===== config.mk =====
export PLATFORM = sky130hd
export DESIGN_NAME = inst_queue
export DESIGN_NICKNAME = d
export VERILOG_FILES = /design/src/rtl/inst_queue.sv
export SDC_FILE = /design/constraint.sdc
export NUM_CORES = 1
export LEC_CHECK = 0
export BUFFER_PORTS_ARGS = -buffer_cell sky130_fd_sc_hd__buf_2
export CAP_MARGIN = 10
export CORE_MARGIN = 2
export CORE_UTILIZATION = 35
export CTS_BUF_LIST = sky130_fd_sc_hd__clkbuf_4 sky130_fd_sc_hd__clkbuf_8
export DETAILED_ROUTE_END_ITERATION = 10
export PLACE_DENSITY = 0.49
export SYNTH_ARGS = -nofsm -noshare
export SYNTH_HDL_FRONTEND = slang
export SYNTH_SLANG_ARGS = --single-unit

===== constraint.sdc =====
create_clock -name clk -period 7.4 [get_ports clk]
set_clock_uncertainty 0.05 [all_clocks]
set_input_delay 1.48 -clock clk [delete_from_list [all_inputs] [get_ports clk]]
set_output_delay 1.48 -clock clk [all_outputs]
set_load 0.1 [all_outputs]

===== src/rtl/inst_queue.sv =====
// inst_queue: dual-issue instruction queue between fetch and a decoder pair.
// Circular buffer of {pc, inst}, up to two pushes and two pops per cycle.
// Optional feature: define INST_QUEUE_BYPASS_EN to forward pushes straight
// to the read ports while the queue is empty.
module inst_queue #(
  parameter int DEPTH = 8
) (
  input  logic                     clk,
  input  logic                     rst,
  input  logic                     flush,
  input  logic                     w_ena0,
  input  logic                     w_ena1,
  input  logic [31:0]              w_pc0,
  input  logic [31:0]              w_pc1,
  input  logic [31:0]              w_inst0,
  input  logic [31:0]              w_inst1,
  output logic                     w_ready,
  output logic                     r_valid0,
  output logic                     r_valid1,
  output logic [31:0]              r_pc0,
  output logic [31:0]              r_inst0,
  output logic [31:0]              r_pc1,
  output logic [31:0]              r_inst1,
  input  logic                     r_take0,
  input  logic                     r_take1,
  output logic [$clog2(DEPTH):0]   count
);

  localparam int PTR_W = $clog2(DEPTH);
  localparam int CNT_W = PTR_W + 1;

  logic [31:0]      mem_pc   [DEPTH];
  logic [31:0]      mem_inst [DEPTH];
  logic [PTR_W-1:0] rptr;
  logic [PTR_W-1:0] wptr;
  logic [PTR_W-1:0] rptr_nx1;
  logic [PTR_W-1:0] wptr_nx1;

  logic             bypass_act;
  logic             take0;
  logic             take1;
  logic             push0;
  logic             push1;
  logic             wr0_en;
  logic             wr1_en;
  logic [31:0]      wr0_pc;
  logic [31:0]      wr0_inst;
  logic [1:0]       rd_adv;
  logic [1:0]       wr_adv;

  assign rptr_nx1 = rptr + PTR_W'(1);
  assign wptr_nx1 = wptr + PTR_W'(1);

  // Readiness depends only on registered occupancy, never on this cycle's traffic.
  assign w_ready = (count <= CNT_W'(DEPTH - 2));

`ifdef INST_QUEUE_BYPASS_EN
  assign bypass_act = (count == '0) && !flush;
`else
  assign bypass_act = 1'b0;
`endif

  // Read port: stored head entries, or the incoming pushes while bypassing.
  always_comb begin
    r_valid0 = (count != '0);
    r_valid1 = (count > CNT_W'(1));
    r_pc0    = mem_pc[rptr];
    r_inst0  = mem_inst[rptr];
    r_pc1    = mem_pc[rptr_nx1];
    r_inst1  = mem_inst[rptr_nx1];
    if (bypass_act) begin
      r_valid0 = w_ena0;
      r_valid1 = w_ena0 & w_ena1;
      r_pc0    = w_pc0;
      r_inst0  = w_inst0;
      r_pc1    = w_pc1;
      r_inst1  = w_inst1;
    end
  end

  assign take0 = r_take0 & r_valid0;
  assign take1 = take0 & r_take1 & r_valid1;
  assign push0 = w_ena0 & w_ready;
  assign push1 = push0 & w_ena1;

  // Write selection: a bypassed entry that is consumed immediately is never stored.
  always_comb begin
    wr0_en   = push0;
    wr1_en   = push1;
    wr0_pc   = w_pc0;
    wr0_inst = w_inst0;
    rd_adv   = {1'b0, take0} + {1'b0, take1};
    if (bypass_act) begin
      rd_adv = 2'd0;
      if (take1) begin
        wr0_en = 1'b0;
        wr1_en = 1'b0;
      end else if (take0) begin
        wr0_en   = push1;
        wr0_pc   = w_pc1;
        wr0_inst = w_inst1;
        wr1_en   = 1'b0;
      end
    end
    wr_adv = {1'b0, wr0_en} + {1'b0, wr1_en};
  end

  // Storage array; contents survive reset and flush, only pointers are cleared.
  always_ff @(posedge clk) begin
    if (!rst && !flush) begin
      if (wr0_en) begin
        mem_pc[wptr]   <= wr0_pc;
        mem_inst[wptr] <= wr0_inst;
      end
      if (wr1_en) begin
        mem_pc[wptr_nx1]   <= w_pc1;
        mem_inst[wptr_nx1] <= w_inst1;
      end
    end
  end

  // Pointer and occupancy state; reset and flush both empty the queue.
  always_ff @(posedge clk) begin
    if (rst || flush) begin
      rptr  <= '0;
      wptr  <= '0;
      count <= '0;
    end else begin
      rptr  <= rptr + PTR_W'(rd_adv);
      wptr  <= wptr + PTR_W'(wr_adv);
      count <= count + CNT_W'(wr_adv) - CNT_W'(rd_adv);
    end
  end

endmodule


==> results.json, run 1 <==
{
  "status": "completed",
  "synth-edff-count": 512,
  "hold_path_class": "flip-flop to flip-flop",
  "crit_arrival_ns": 3.96,
  "ys_warn_count": 0,
  "grt_pass1_vias": 19200,
  "cap_violations": 0,
  "die_area_mm2": 0.0887,
  "start_util_pct": 35.4,
  "drv_slew": 0,
  "drt_pre_antenna_iters": 5,
  "ys_types": 38,
  "gp_congestion": 0.737,
  "synth.top_cell.area_share_pct": 50.9,
  "clk_path_buf_depth": 3,
  "drive_gt1_share_pct": 68.7,
  "grt-ovfl-total": 0,
  "holdWs_ns": 0.628,
  "tns_ns": 0,
  "wire_per_inst_um": 29.6,
  "worstPathRequired_ns": 5.87,
  "ys.flop_type": "edfxtp_1",
  "ctsResizeCount": 0,
  "cts_setup_buffers": 0,
  "hold_viol_final": 0,
  "yosysTopAreaCell": "edfxtp_1",
  "reg2reg_slack_ns": 3.66,
  "p_total_uw": 9720,
  "rsz0062_at_grt": "false",
  "ir_worst_vdd_uv": 471,
  "die_y_um": 298,
  "grt_usage_pct": 20.6,
  "synth_seq_cells": 522,
  "p_per_area_mw_per_mm2": 281,
  "wirelength_mm": 92.7,
  "antenna_found_initial": 17,
  "final_cells": 3132,
  "insertion_delay_ns": 0.68,
  "synthTopCellsByArea": "edfxtp_1 (51%), mux2_2 (21%), mux4_2 (19%)",
  "vias": 17500,
  "relSlewSlack_pct": 22.5,
  "area_delta_synth_final_pct": 14.7,
  "clkSinkCount": 522,
  "cts_tree": "done",
  "numPortBuffers": 269,
  "critical_path.startpoint_type": "flip-flop",
  "postRouteAntennaNets": 0,
  "dr.first_iter.drc_count": 1072,
  "rows": 107,
  "fin_area_mm2": 0.0346,
  "crit_fanout": 44,
  "fmax_ghz": 0.182,
  "p_leak_uw": 0.0112,
  "clk_pin_slew_worst_paths_ns": 0.05,
  "core_mm2": 0.0853,
  "cts_hold_buf": 0,
  "ios": 270,
  "async_reset_ff_share_pct": 0,
  "period_share_pct": 74.1,
  "grt_start_max_net_pins": 119,
  "finalNetCount": 2065,
  "via_per_inst": 5.57,
  "synth.yosys.seq_area_share_pct": 51.6,
  "setup_violations": 0,
  "die_x_um": 298,
  "worst_pin_slew_ns": 1.16,
  "cp-end-kind": "output pin",
  "fin_crit_ns": 5.49,
  "post_dp_cell_area_mm2": 0.0328,
  "h-tree-depth": 3,
  "synth_most_common_cell": "mux2_2",
  "syn_area_per_cell_um2": 18.5,
  "placed_cells": 2959,
  "path_class": "flip-flop to output pin",
  "fillers": 7787,
  "drc": 0,
  "synthTopCellsByCount": "mux2_2 (571), edfxtp_1 (512), mux4_2 (256), buf_2 (75), mux2_4 (60)",
  "cts-root-buf": "clkbuf_8",
  "synthCells": 1637,
  "cts_buffers": 98,
  "netlist_area_mm2": 0.0302,
  "grt_pass1_wl_mm": 134,
  "synthesis.nets": 1787,
  "dpl.hpwl_mm": 51.1
}
## through the flow
stage	worst slack (ns)	utilization (%)
finish	1.91	40.6
floorplan	1.53	-
CTS	1.75	40.6
detailed placement	2.52	38.5
global route	1.65	40.6
global placement	2.54	38.5
## flip-flops by register name, summed over array words and instances (netlist names)
signal	cells
mem_inst	256
rptr	3
mem_pc	256
wptr	3
count	4
## critical path, cell delays in order (launching register included)
cell and delay [ns]:
dfxtp_4 0.85, ha_4 0.72, buf_4 0.49, mux4_2 0.56
mux2_2 0.32, buf_2 0.30
## cell type report
type | count | area (um^2) | area share (%)
antenna | 7 | 17.5 | 0.0506
clock buffer | 130 | 1600 | 4.61
clock inverter | 36 | 196 | 0.567
inverter | 10 | 37.5 | 0.108
multi-input combinational | 982 | 14000 | 40.5
sequential | 522 | 15600 | 45.0
tap | 1144 | 1430 | 4.13
timing repair buffer | 301 | 1750 | 5.05
## logic make-up after synthesis
logic type,count (synthesis),share of synthesized area [%]
buffers and inverters,133,2.49
AND/OR/NAND/NOR,52,1.01
flip-flops,522,51.6
multiplexers,896,43.7
AO/OA/AOI/OAI,12,0.302
adder cells (fa/ha/maj),15,0.721
XOR/XNOR,7,0.228
## power breakdown
part	internal [uW]	switching, uW	leakage [uW]	total (uW)
sequential	3320	67.2	0.00470	3390
clock	1420	1260	0.000950	2680
combinational	1100	2550	0.00560	3650
## path summary, 6_finish.rpt
kind / cells after the start / startpoint / endpoint
worst max-delay path: 5 / rptr[0]$_SDFF_PP0_ / r_inst1[13]
worst min-delay path: 2 / count[0]$_SDFF_PP0_ / count[0]$_SDFF_PP0_
worst max register to register: 7 / wptr[1]$_SDFF_PP0_ / mem_pc[4][17]$_DFFE_PP_
worst min register to register: 2 / count[0]$_SDFF_PP0_ / count[0]$_SDFF_PP0_
## layout by cell type (no fill, tap or decap), types with 2 or more instances in the layout
cell type	count
diode_2	7
nor2_4	7
clkbuf_4	31
inv_6	2
clkinvlp_4	2
mux2_1	9
edfxtp_1	512
nand2_1	4
xnor2_1	4
clkinv_1	22
buf_12	13
nor3_4	2
clkbuf_8	99
nor2b_1	3
inv_1	10
buf_4	19
nand4_1	3
dfxtp_4	3
and2_1	6
mux4_2	256
mux2_2	571
a21oi_4	5
ha_1	10
nor2_1	10
clkinv_2	8
dfxtp_1	7
buf_2	269
fa_1	4
or2_2	3
nand3_1	9
mux2_4	60
## metal layers
layer  track usage (%)  wire length, um
met2              35.1            46400
met1              27.0            39800
met3              3.65             4450
met5                 0               68
met4              6.10             2000
Note: power is estimated with default switching activity, not from simulation.
==> run 2, diff against run 1 <==
--- a/config.mk
+++ b/config.mk
@@ -11,7 +11,7 @@
 export CORE_UTILIZATION = 35
 export CTS_BUF_LIST = sky130_fd_sc_hd__clkbuf_4 sky130_fd_sc_hd__clkbuf_8
 export DETAILED_ROUTE_END_ITERATION = 10
-export PLACE_DENSITY = 0.49
+export PLACE_DENSITY = 0.51
 export SYNTH_ARGS = -nofsm -noshare
 export SYNTH_HDL_FRONTEND = slang
 export SYNTH_SLANG_ARGS = --single-unit
==> constraint.sdc (replaced) <==
create_clock -name clk -period 4.52 [get_ports clk]
set_clock_uncertainty 0.05 [all_clocks]
set_input_delay 0.904 -clock clk [delete_from_list [all_inputs] [get_ports clk]]
set_output_delay 0.904 -clock clk [all_outputs]
set_load 0.1 [all_outputs]
==> run 2 against run 1 <==
- first-iteration DRC count down 4.0%
- flip-flop and latch count unchanged
- global-route usage down 0.34 points
- die area unchanged
- utilization up 0.42 points
- clock power up 69%
- combinational power up 67%
- count of clock-buffer cells in the layout down 1
- power up 66%
- cell area up 1.0%
- sequential share of layout area down 0.46 points
- final cell count up 1.1%
- critical path type unchanged
==> results.json, run 2 (synthesis gave the netlist of run 1 again) <==
{
  "status": "completed",
  "relSlewSlack_pct": 31.3,
  "path_class": "flip-flop to output pin",
  "worst_pin_slew_ns": 1.03,
  "cp-end-kind": "output pin",
  "vias": 17400,
  "grt_pass1_vias": 18800,
  "rsz0062_at_grt": "false",
  "cts-root-buf": "clkbuf_8",
  "hold_path_class": "primary input to flip-flop",
  "critical_path.startpoint_type": "flip-flop",
  "power_frac_seq_pct": 34.2,
  "met3_usage_pct": 3.92,
  "via_per_inst": 5.50,
  "core_mm2": 0.0853,
  "rows": 107,
  "drc": 0,
  "cts_setup_buffers": 0,
  "worstPathRequired_ns": 3.57,
  "setup_violations": 0,
  "crit_fanout": 31,
  "use_met2_pct": 35.3,
  "start_util_pct": 35.4,
  "ir_worst_vdd_uv": 330,
  "tns_ns": 0,
  "cp_top_family": "multiplexers",
  "grt_start_max_net_pins": 129,
  "p_sw_share_pct": 39.5,
  "grt_pass1_wl_mm": 132,
  "crit_arrival_ns": 3.31,
  "wire_per_inst_um": 28.8,
  "ios": 270,
  "dr.first_iter.drc_count": 1029,
  "numPortBuffers": 269,
  "fillers": 7736,
  "cp_num_buf_inv": 2,
  "cts_tree": "done",
  "slowest_delay_ns": 0.67,
  "clkSinkCount": 522,
  "pwr-share-clk_pct": 28.1,
  "gp_congestion": 0.766,
  "grt-ovfl-total": 0,
  "largestRegisters": "mem_inst x256, mem_pc x256, count x4",
  "clk_pin_slew_worst_paths_ns": 0.05,
  "die_x_um": 298,
  "clk_path_buf_depth": 3,
  "hold_viol_final": 0,
  "insertion_delay_ns": 0.68,
  "cap_violations": 0,
  "antenna_found_initial": 25,
  "grt_usage_pct": 20.3,
  "p_sw_uw": 6370,
  "drive_gt1_share_pct": 69.0,
  "drv_slew": 0,
  "final_cell_mix": "mux2_2 (571), edfxtp_1 (512), buf_2 (269)",
  "final_common_cell": "mux2_2",
  "crit_slowest_cell": "ha_4",
  "finalNetCount": 2081,
  "p_leak_uw": 0.0114,
  "fin_crit_ns": 4.26,
  "postRouteAntennaNets": 0,
  "holdWs_ns": 0.571,
  "path_cells": "ha_4 -> buf_12 -> mux4_2 -> mux2_2 -> buf_2",
  "gr-usage-met1_pct": 25.3,
  "area_delta_synth_final_pct": 15.8,
  "cts_hold_buf": 0,
  "ctsResizeCount": 0,
  "dpl.hpwl_mm": 51.7,
  "fmax_ghz": 0.235,
  "period_share_pct": 94.3,
  "p_per_area_mw_per_mm2": 461,
  "h-tree-depth": 3,
  "drt_pre_antenna_iters": 5,
  "cts_buffers": 97,
  "internal_power_uw": 9750,
  "die_area_mm2": 0.0887,
  "die_y_um": 298,
  "share_comb_of_total_power_pct": 37.7,
  "busiest_layer": "met2",
  "wirelength_mm": 91.0
}
## run 2: path summary, 6_finish.rpt
| path | from | to | slack (ns) | cells after the start |
|---|---|---|---|---|
| hold reg to reg | count[0]$_SDFF_PP0_ | count[0]$_SDFF_PP0_ | 0.63 | 2 |
| setup reg to reg | wptr[0]$_SDFF_PP0_ | mem_pc[5][25]$_DFFE_PP_ | 1.17 | 6 |
| setup / recovery | rptr[0]$_SDFF_PP0_ | r_inst1[7] | 0.26 | 5 |
| hold / removal | w_inst1[9] | mem_inst[4][9]$_DFFE_PP_ | 0.57 | 2 |
## run 2: layout make-up
| type | instances | area (um^2) | area share [%] |
|---|---|---|---|
| sequential | 522 | 15600 | 44.5 |
| multi-input combinational | 982 | 14000 | 40.1 |
| tap | 1144 | 1430 | 4.09 |
| inverter | 10 | 37.5 | 0.107 |
| antenna | 11 | 27.5 | 0.0787 |
| timing repair buffer | 318 | 1990 | 5.69 |
| clock inverter | 49 | 298 | 0.851 |
| clock buffer | 129 | 1600 | 4.57 |
## run 2: per-layer routing
layer  wire length (um)  share of wire [%]  up-vias
met5                128               0.14        -
met4               2200                2.4       20
met3               4280                4.7      160
met2              47000                 52      445
met1              37400                 41     9306
li1                   -                  -     7484
## run 2: power by group through the flow
| stage | logic, uW | registers (uW) | clock network [uW] |
|---|---|---|---|
| finish | 6080 | 5510 | 4530 |
| global placement | 6120 | 5600 | 0 |
| global route | 6370 | 5520 | 4870 |
| detailed placement | 6140 | 5610 | 0 |
| floorplan | 4880 | 5680 | 0 |
| CTS | 6160 | 5510 | 4680 |
## run 2: metrics by stage
stage | util, % | instances | instance area [um^2] | setup WS (ns) | total power (uW)
6_report | 41.0 | 3165 | 35000 | 0.259 | 16100
5_1_grt | 41.0 | 3164 | 35000 | 0.0856 | 16800
4_1_cts | 41.0 | 3154 | 35000 | 0.133 | 16300
3_5_place_dp | 38.8 | 2976 | 33100 | 0.909 | 11700
3_3_place_gp | 38.8 | 2976 | 33100 | 0.904 | 11700
2_1_floorplan | - | 1637 | 30200 | -1.14 | 10600
